### src/rtl/time_set_pkg.sv
// Shared constants for the time-of-day counter: mode encodings, field limits
// and the RUN/EDIT state encoding.
package time_set_pkg;

   // Field-select encodings carried on the mode input
   localparam logic [2:0] MODE_SEC  = 3'd1;
   localparam logic [2:0] MODE_MIN  = 3'd2;
   localparam logic [2:0] MODE_HRS  = 3'd3;
   localparam logic [2:0] MODE_ASEC = 3'd4;
   localparam logic [2:0] MODE_AMIN = 3'd5;
   localparam logic [2:0] MODE_AHRS = 3'd6;

   // Largest legal seconds / minutes value and their field width
   localparam int unsigned SEC_MAX = 59;
   localparam int unsigned MIN_MAX = 59;
   localparam int unsigned MS_W    = 6;

   typedef enum logic {
      StRun,
      StEdit
   } state_e;

endpackage

### src/rtl/mod_counter.sv
// Modulo-(MAX+1) counter with synchronous load; load wins over inc.
// carry_out flags the wrap so counters can be chained in one cycle.
module mod_counter #(
   parameter int unsigned MAX = 59,
   parameter int unsigned W   = 6
) (
   input  logic         clk,
   input  logic         reset,
   input  logic         inc,
   input  logic         load,
   input  logic [W-1:0] load_val,
   output logic [W-1:0] value,
   output logic         carry_out
);

   localparam logic [W-1:0] MaxV = W'(MAX);

   logic [W-1:0] value_q, value_d;

   // Next value: load, else wrap-or-increment, else hold
   always_comb begin
      value_d = value_q;
      if (load) begin
         value_d = load_val;
      end else if (inc) begin
         value_d = (value_q == MaxV) ? '0 : value_q + W'(1);
      end
   end

   // Counter register
   always_ff @(posedge clk or posedge reset) begin
      if (reset) begin
         value_q <= '0;
      end else begin
         value_q <= value_d;
      end
   end

   assign value     = value_q;
   assign carry_out = inc && (value_q == MaxV);

endmodule

### src/rtl/time_set_counter.sv
// Time-of-day counter with an edit/commit front end. In RUN the counters
// advance on tick; a rising switch copies them into staging registers that
// wr edits (clamped, with a one-cycle err pulse); a falling switch commits
// staging back into the counters.
// Optional alarm comparator enabled by defining TIME_SET_ALARM_EN.
module time_set_counter
   import time_set_pkg::*;
#(
   parameter int unsigned HOUR_MAX = 23,
   parameter int unsigned HR_W     = 5,
   parameter int unsigned VAL_W    = 6
) (
   input  logic             clk,
   input  logic             reset,
   input  logic             tick,
   input  logic [2:0]       mode,
   input  logic             switch,
   input  logic             wr,
   input  logic [VAL_W-1:0] val,
   output logic [HR_W-1:0]  hrs,
   output logic [5:0]       min,
   output logic [5:0]       sec,
   output logic             editing,
   output logic             err
`ifdef TIME_SET_ALARM_EN
   ,
   output logic             alarm_hit
`endif
);

   if (HOUR_MAX >= (32'd1 << HR_W)) begin : g_bad_hr_w
      $error("HOUR_MAX does not fit in HR_W bits");
   end
   if (VAL_W < 6) begin : g_bad_val_w
      $error("VAL_W must be at least 6");
   end

   localparam logic [VAL_W-1:0] SecLim = VAL_W'(SEC_MAX);
   localparam logic [VAL_W-1:0] MinLim = VAL_W'(MIN_MAX);
   localparam logic [VAL_W-1:0] HrsLim = VAL_W'(HOUR_MAX);

   state_e            state_q, state_d;
   logic              switch_q;
   logic              rise, fall, in_edit, inc_sec, commit;

   logic [5:0]        run_sec, run_min;
   logic [HR_W-1:0]   run_hrs;
   logic              sec_carry, min_carry, unused_hrs_carry;

   logic [5:0]        stg_sec_q, stg_sec_d, stg_min_q, stg_min_d;
   logic [HR_W-1:0]   stg_hrs_q, stg_hrs_d;

   logic              w_sec, w_min, w_hrs, any_wr, over;
   logic [VAL_W-1:0]  lim, val_c;
   logic              err_q, err_d;

   assign rise    = switch && !switch_q;
   assign fall    = !switch && switch_q;
   assign in_edit = (state_q == StEdit);
   // A tick coinciding with entry into EDIT is dropped
   assign inc_sec = tick && (state_q == StRun) && !rise;
   assign commit  = in_edit && fall;

`ifdef TIME_SET_ALARM_EN
   logic              w_asec, w_amin, w_ahrs;
   logic [5:0]        al_sec_q, al_min_q;
   logic [HR_W-1:0]   al_hrs_q;
   logic [5:0]        sec_nx, min_nx;
   logic [HR_W-1:0]   hrs_nx;
   logic              alarm_hit_q, alarm_hit_d;
`endif

   // Write decode and clamping against the full-width value
   always_comb begin
      w_sec = 1'b0;
      w_min = 1'b0;
      w_hrs = 1'b0;
`ifdef TIME_SET_ALARM_EN
      w_asec = 1'b0;
      w_amin = 1'b0;
      w_ahrs = 1'b0;
`endif
      lim = SecLim;
      if (in_edit && wr) begin
         case (mode)
            MODE_SEC:  begin w_sec = 1'b1; lim = SecLim; end
            MODE_MIN:  begin w_min = 1'b1; lim = MinLim; end
            MODE_HRS:  begin w_hrs = 1'b1; lim = HrsLim; end
`ifdef TIME_SET_ALARM_EN
            MODE_ASEC: begin w_asec = 1'b1; lim = SecLim; end
            MODE_AMIN: begin w_amin = 1'b1; lim = MinLim; end
            MODE_AHRS: begin w_ahrs = 1'b1; lim = HrsLim; end
`endif
            default:   ;
         endcase
      end
`ifdef TIME_SET_ALARM_EN
      any_wr = w_sec || w_min || w_hrs || w_asec || w_amin || w_ahrs;
`else
      any_wr = w_sec || w_min || w_hrs;
`endif
      over  = (val > lim);
      val_c = over ? lim : val;
      err_d = any_wr && over;
   end

   // Staging: snapshot on entry to EDIT, then field writes. Its next value is
   // also the commit value, so a wr in the commit cycle is merged.
   always_comb begin
      stg_sec_d = stg_sec_q;
      stg_min_d = stg_min_q;
      stg_hrs_d = stg_hrs_q;
      if ((state_q == StRun) && rise) begin
         stg_sec_d = run_sec;
         stg_min_d = run_min;
         stg_hrs_d = run_hrs;
      end
      if (w_sec) stg_sec_d = 6'(val_c);
      if (w_min) stg_min_d = 6'(val_c);
      if (w_hrs) stg_hrs_d = HR_W'(val_c);
   end

   // RUN/EDIT next-state
   always_comb begin
      state_d = state_q;
      unique case (state_q)
         StRun:   if (rise) state_d = StEdit;
         StEdit:  if (fall) state_d = StRun;
         default: state_d = StRun;
      endcase
   end

   // State, switch edge detector, staging and err registers
   always_ff @(posedge clk or posedge reset) begin
      if (reset) begin
         state_q   <= StRun;
         switch_q  <= 1'b0;
         stg_sec_q <= '0;
         stg_min_q <= '0;
         stg_hrs_q <= '0;
         err_q     <= 1'b0;
      end else begin
         state_q   <= state_d;
         switch_q  <= switch;
         stg_sec_q <= stg_sec_d;
         stg_min_q <= stg_min_d;
         stg_hrs_q <= stg_hrs_d;
         err_q     <= err_d;
      end
   end

   mod_counter #(
      .MAX (SEC_MAX),
      .W   (MS_W)
   ) u_sec (
      .clk       (clk),
      .reset     (reset),
      .inc       (inc_sec),
      .load      (commit),
      .load_val  (stg_sec_d),
      .value     (run_sec),
      .carry_out (sec_carry)
   );

   mod_counter #(
      .MAX (MIN_MAX),
      .W   (MS_W)
   ) u_min (
      .clk       (clk),
      .reset     (reset),
      .inc       (sec_carry),
      .load      (commit),
      .load_val  (stg_min_d),
      .value     (run_min),
      .carry_out (min_carry)
   );

   mod_counter #(
      .MAX (HOUR_MAX),
      .W   (HR_W)
   ) u_hrs (
      .clk       (clk),
      .reset     (reset),
      .inc       (min_carry),
      .load      (commit),
      .load_val  (stg_hrs_d),
      .value     (run_hrs),
      .carry_out (unused_hrs_carry)
   );

`ifdef TIME_SET_ALARM_EN
   // Time the counters will hold after this cycle's tick
   always_comb begin
      sec_nx = sec_carry ? 6'd0 : run_sec + 6'd1;
      min_nx = run_min;
      if (sec_carry) min_nx = min_carry ? 6'd0 : run_min + 6'd1;
      hrs_nx = run_hrs;
      if (min_carry) hrs_nx = (run_hrs == HR_W'(HOUR_MAX)) ? '0 : run_hrs + HR_W'(1);
      alarm_hit_d = inc_sec && (sec_nx == al_sec_q) && (min_nx == al_min_q) &&
                    (hrs_nx == al_hrs_q);
   end

   // Alarm time registers and hit pulse
   always_ff @(posedge clk or posedge reset) begin
      if (reset) begin
         al_sec_q    <= '0;
         al_min_q    <= '0;
         al_hrs_q    <= '0;
         alarm_hit_q <= 1'b0;
      end else begin
         if (w_asec) al_sec_q <= 6'(val_c);
         if (w_amin) al_min_q <= 6'(val_c);
         if (w_ahrs) al_hrs_q <= HR_W'(val_c);
         alarm_hit_q <= alarm_hit_d;
      end
   end

   assign alarm_hit = alarm_hit_q;
`endif

   assign editing = in_edit;
   assign err     = err_q;
   assign sec     = in_edit ? stg_sec_q : run_sec;
   assign min     = in_edit ? stg_min_q : run_min;
   assign hrs     = in_edit ? stg_hrs_q : run_hrs;

endmodule

### config.mk
export PLATFORM = sky130hd
export DESIGN_NAME = time_set_counter
export DESIGN_NICKNAME = d
export VERILOG_FILES = /design/src/rtl/time_set_pkg.sv /design/src/rtl/mod_counter.sv /design/src/rtl/time_set_counter.sv
export SDC_FILE = /design/constraint.sdc
export NUM_CORES = 1
export LEC_CHECK = 0
export CAP_MARGIN = 25
export CORE_MARGIN = 5
export CORE_UTILIZATION = 50
export CTS_CLUSTER_DIAMETER = 30
export DETAILED_ROUTE_END_ITERATION = 10
export PLACE_DENSITY = 0.74
export SYNTH_ARGS = -nofsm -noshare
export SYNTH_HDL_FRONTEND = slang
export SYNTH_HIERARCHICAL = 1
export SYNTH_SLANG_ARGS = --single-unit
export TNS_END_PERCENT = 50
### constraint.sdc
create_clock -name clk -period 3.6 [get_ports clk]
set_input_delay 0.36 -clock clk [delete_from_list [all_inputs] [get_ports clk]]
set_output_delay 0.36 -clock clk [all_outputs]
set_load 0.005 [all_outputs]
**Word level (Yosys, flattened, before mapping)**

Index checks and enable logic that the tools add are counted.
Widths: inputs -> output; s select.

- $add $sub $neg: 3
- Order comparisons: 1
- Equality and inequality tests: 6
- Mux-type cells: 30
- Bitwise gates (word level): 1
- Reduce and logical (&&, ||, !) cells: 18

Operator list:

| kind | count |
|---|---|
| $mux 6 | 15 |
| $mux 5 | 6 |
| $add 6x1->6 const B | 2 |
| $eq 6x6->1 const B | 2 |
| $logic_and 1x1->1 | 10 |
| $mux 1 | 8 |
| $eq 3x2->1 const B | 2 |
| $gt 6x6->1 | 1 |
| $reduce_bool 2->1 | 3 |
| $add 5x1->5 const B | 1 |
| $eq 5x5->1 const B | 1 |
| $eq 3x1->1 const B | 1 |
| $logic_not 1->1 | 3 |
| $logic_or 1x1->1 | 2 |
| $pmux 1 s2 | 1 |
| $not 1->1 | 1 |

- Register bits: 37
- Bits of input ports: 14

**Depth between registers and ports, before layout**

- Word-level depth: 8
- Gate-level depth with buffers: 13
- Gate-level depth less buffers: 11

**Cells and area by module**

The synthesis kept the hierarchy.

Modules (own cells, without submodules):

| module | times used | cells each | area each (µm²) | sequential area each (µm²) |
|---|---|---|---|---|
| time_set_counter | 1 | 123 | 1290.0 | 500.5 |
| mod_counter (u_min ...) | 2 | 45 | 396.6 | 150.1 |
| mod_counter (u_hrs) | 1 | 31 | 289.0 | 125.1 |

**Worst setup path before layout**

No wires, ideal clock.

- Path kind: flip-flop to flip-flop
- Start: register state_q, in the netlist editing
- End: register u_hrs.value_q[4], in the netlist u_hrs/value[4]
- Arrival: 2.258 ns
- Required time: 3.472 ns
- Setup slack: 1.214 ns
- Stages on the path, launching flop included: 14
- Path buffers: 4
- Period minus slack after synthesis: 2.386 ns
- Path through: dfrtp_1 > buf_2 > buf_4 > a21oi_1 > and2_1 > buf_6 > nand3_2 > nor2_1 > buf_6 > nand3_2 > nor2_1 > nand3_1 > mux2i_1 > o21ai_0

- Cells in the longest elaborated chain, start to end: 6
- Elaborated cells between the ends (all ways): 16
- Those cells by class: 1 x order compare; 6 x mux; 1 x bitwise; 8 x reduce/logical

RTL lines:

| element | RTL line | text |
|---|---|---|
| from (decl) | time_set_counter.sv:42 | `state_e state_q, state_d;` |
| from (signal assigned) | time_set_counter.sv:136 | `state_q <= StRun;` |
| from (signal assigned) | time_set_counter.sv:143 | `state_q <= state_d;` |
| $not 1->1 | n/a |  |
| $logic_and 1x1->1 (2 in a row) | time_set_counter.sv:61 | `assign inc_sec = tick && (state_q == StRun) && !rise;` |
| net inc_sec | time_set_counter.sv:44 | `logic rise, fall, in_edit, inc_sec, commit;` |
| $logic_and 1x1->1 | mod_counter.sv:40 | `assign carry_out = inc && (value_q == MaxV);` |
| net sec_carry | time_set_counter.sv:48 | `logic sec_carry, min_carry, unused_hrs_carry;` |
| $logic_and 1x1->1 | mod_counter.sv:40 |  |
| net min_carry | time_set_counter.sv:48 |  |
| $reduce_bool 2->1 (no line) | n/a |  |
| to (signal assigned) | mod_counter.sv:35 | `value_q <= value_d;` |
| to (decl) | mod_counter.sv:18 | `logic [W-1:0] value_q, value_d;` |

The timed path passes the listed nets, and every way through them passes these cells.
A chain may end at the register's enable or synchronous reset.

**Final worst setup path**

- Start: input port mode[2]
- End: register u_min.value_q[5], in the netlist u_min/value[5]

- Cells in the longest elaborated chain, start to end: 7
- Elaborated cells between the ends (all ways): 10
- Those cells by class: 1 x order compare; 2 x eq/ne; 7 x mux

RTL lines:

| element | RTL line | text |
|---|---|---|
| from (decl) | time_set_counter.sv:16 | `input logic [2:0] mode,` |
| $eq 3x2->1 | time_set_counter.sv:85 | `case (mode)` |
| $mux 6 | time_set_counter.sv:85 |  |
| $mux 6 | time_set_counter.sv:84 | `if (in_edit && wr) begin` |
| $gt 6x6->1 | time_set_counter.sv:102 | `over = (val > lim);` |
| $mux 6 | time_set_counter.sv:103 | `val_c = over ? lim : val;` |
| $mux 6 * | time_set_counter.sv:119 | `if (w_min) stg_min_d = 6'(val_c);` |
| net stg_min_d[5] | time_set_counter.sv:50 | `logic [5:0] stg_sec_q, stg_sec_d, stg_min_q, stg_min_d;` |
| $mux 6 * | mod_counter.sv:23 | `if (load) begin` |
| to (signal assigned) | mod_counter.sv:35 |  |
| to (decl) | mod_counter.sv:18 |  |

Mark *: on every way through the listed nets, which the timed path passes. The rest lies on a longest branch.

==> summary.md <==
| Metric | Value |
|---|---|
| Hold-fix buffers, CTS | 0 |
| Max clock buf depth | 2 |
| Max FO, Critical Path | 11 |
| PD cells | 664 nW/um^2 |
| Fin util | 60.4% |
| VDD IR max | 341 uV |
| Root buffer cell | clkbuf_8 |
| CTS tree | yes |
| Fill cell count | 409 |
| Final wirelength | 5.72 mm |
| Final worst path period need | 2810 ps |
| Vias per cell | 6.03 |
| Reg-to-Reg Start | editing$_DFF_PP0_ |
| Via count | 1991 |
| Reg2reg path depth | 10 |
| Antenna Cells | 0 |
| Status | finished, final reports clean |
| Initial antenna violation count | 0 |
| Starting DRT DRC Count | 150 |
| Most frequent cells in the layout | dfrtp_1, clkdlybuf4s50_1, a21oi_1 |
| Port bufs | 32 |
| Drt wl/cell | 17.3 um |
| Cell count after synthesis | 243 |
| Static Leak | 1.15 nW |
| Clock skew | 9.93 ps |
| Pre-Repair DR Iteration Count | 4 |
| Worst Path Arrival | 2980 ps |
| Clock latency on the worst-skew pair | 290 ps |
| Largest net degree at the start of global routing | 27 |
| RSZ-0062 raised after global routing | no |
| R2R Path End | u_min/value[5]$_DFFE_PP0P_ |
| Cell Chain, Critical Path | clkdlybuf4s50_1 > and3b_4 > and3_1 > ha_1 > a21oi_1 > o21bai_1 > o21ai_1 > a22oi_1 > nand2_1 > o41a_1 > o21ai_0 |
| Type of origin of the critical path | input port |
| Post-synthesis cell area | 2360 um^2 |
| Post-CTS Resized | 0 |
| Worst-margin pin slew | 823 ps |
| Die area | 6200 um^2 |
| Core Area | 4660 um^2 |
| Slew Viols, Final | 0 |
| Core Rows | 25 |
| Crit-path slowest cell | clkdlybuf4s50_1 |
| CTS Sinks | 37 |
| Critical Path Sink Type | register |
| H-tree depth | 2 |
| Area of the multi-input gates | 1300 um^2 |
| RD Place Congestion | 0.825 |
| Vias in the first global route | 1929 |
| Gr ovfl total | 0 |
| Total GRT Usage | 19.7% |
| Worst path max stage delay | 400 ps |
| Drt drc | 0 |
| Layout cell share with drive strength beyond 1 | 12.3% |
| WS Path Type | input port to register |
| Buffers plus inverters on the worst setup path | 1 |
| R2r setup slk | 960 ps |
| Total negative slack | 0 ps |
| Top-level port count | 33 |
| Hold slack | 412 ps |
| Die width | 78.8 um |
| First-pass GRT wire length | 9.40 mm |
| Clk slew on worst S/H paths | 80 ps |
| WP data required | 3770 ps |
| Hold Fails Final Rpt | 0 |
| Syn_area_per_cell | 9.73 um^2 |
| MaxCap Viol Count | 0 |
| DRT antenna net count | 0 |
| Sequential Area | 926 um^2 |
| Worst Hold Class | input port to asynchronous set/reset pin |
| Post-synth net total | 263 |
| Post CTS Setup Buffer Count | 0 |
| P&R area growth vs syn | 19.0% |
| Maximum clock rate | 356 MHz |
| # setup viols final | 0 |
| CP top delay family | compound AO/OA/AOI/OAI gates |
| Final Cycle Share | 78.0% |
| Slew Limit Headroom | 45.0% |
| Initial core utilization | 50.7% |
| CTS buffer count | 5 |
| Die Span Y | 78.8 um |
| Commonest non-fill, non-tap cell in the layout | dfrtp_1 |
| Synth Warn # | 6 |
| Design area | 2810 um^2 |
| Nets | 295 |
| Placed cell areas | 2700 um^2 |
| Dpl hpwl | 4.15 mm |
## worst max path at each step
stage	start	slack [ps]	depth (start not counted)	to
2_1_floorplan	editing$_DFF_PP0_	1240	13	u_hrs/value[4]$_DFFE_PP0P_
3_5_place_dp	mode[2]	500	11	u_sec/value[5]$_DFFE_PP0P_
5_1_grt	mode[2]	600	11	u_sec/value[5]$_DFFE_PP0P_
3_3_place_gp	mode[2]	610	11	u_sec/value[5]$_DFFE_PP0P_
6_report	mode[2]	790	11	u_min/value[5]$_DFFE_PP0P_
4_1_cts	mode[2]	820	11	u_sec/value[5]$_DFFE_PP0P_
## metal layers
layer / global-route usage, % / share of wire [%]
met5: 0 / 0
met4: 6.29 / 0.89
met3: 3.51 / 4.8
met2: 31.6 / 48
met1: 26.9 / 46
## per-stage QoR
stage | power (mW) | instances | worst slack, ps
floorplan | 1.17 | 243 | 1240
global placement | 1.48 | 322 | 613
detailed placement | 1.50 | 322 | 504
CTS | 1.88 | 330 | 817
global route | 2.00 | 330 | 597
finish | 1.87 | 330 | 794
## final cells by class
type                            instances  area share, %
Multi-Input combinational cell        181           46.1
Clock inverter                          1           1.07
Clock buffer                            7           3.07
Inverter                               13           1.73
Timing Repair Buffer                   37           12.7
Tap cell                               54           2.40
Sequential cell                        37           32.9
## flip-flops by register name, summed over array words and instances (netlist names)
register	cells
u_sec/value	6
u_hrs/value	5
u_min/value	6
switch_q	1
stg_min_q	6
stg_hrs_q	5
err	1
editing	1
stg_sec_q	6
## where the power goes
| group | switching, mW | total (mW) | internal, mW |
|---|---|---|---|
| Clock | 0.148 | 0.374 | 0.226 |
| Sequential | 0.195 | 0.773 | 0.578 |
| Combinational | 0.292 | 0.721 | 0.430 |
| Total | 0.635 | 1.87 | 1.23 |
## worst register-to-register path: cells and delay by family, from the launching register on
family | cells | cell delay, ps
compound gates | 6 | 1060
simple gates | 3 | 750
flops | 1 | 390
fa+ha+maj | 1 | 320
(Power assumes the default switching activity.)
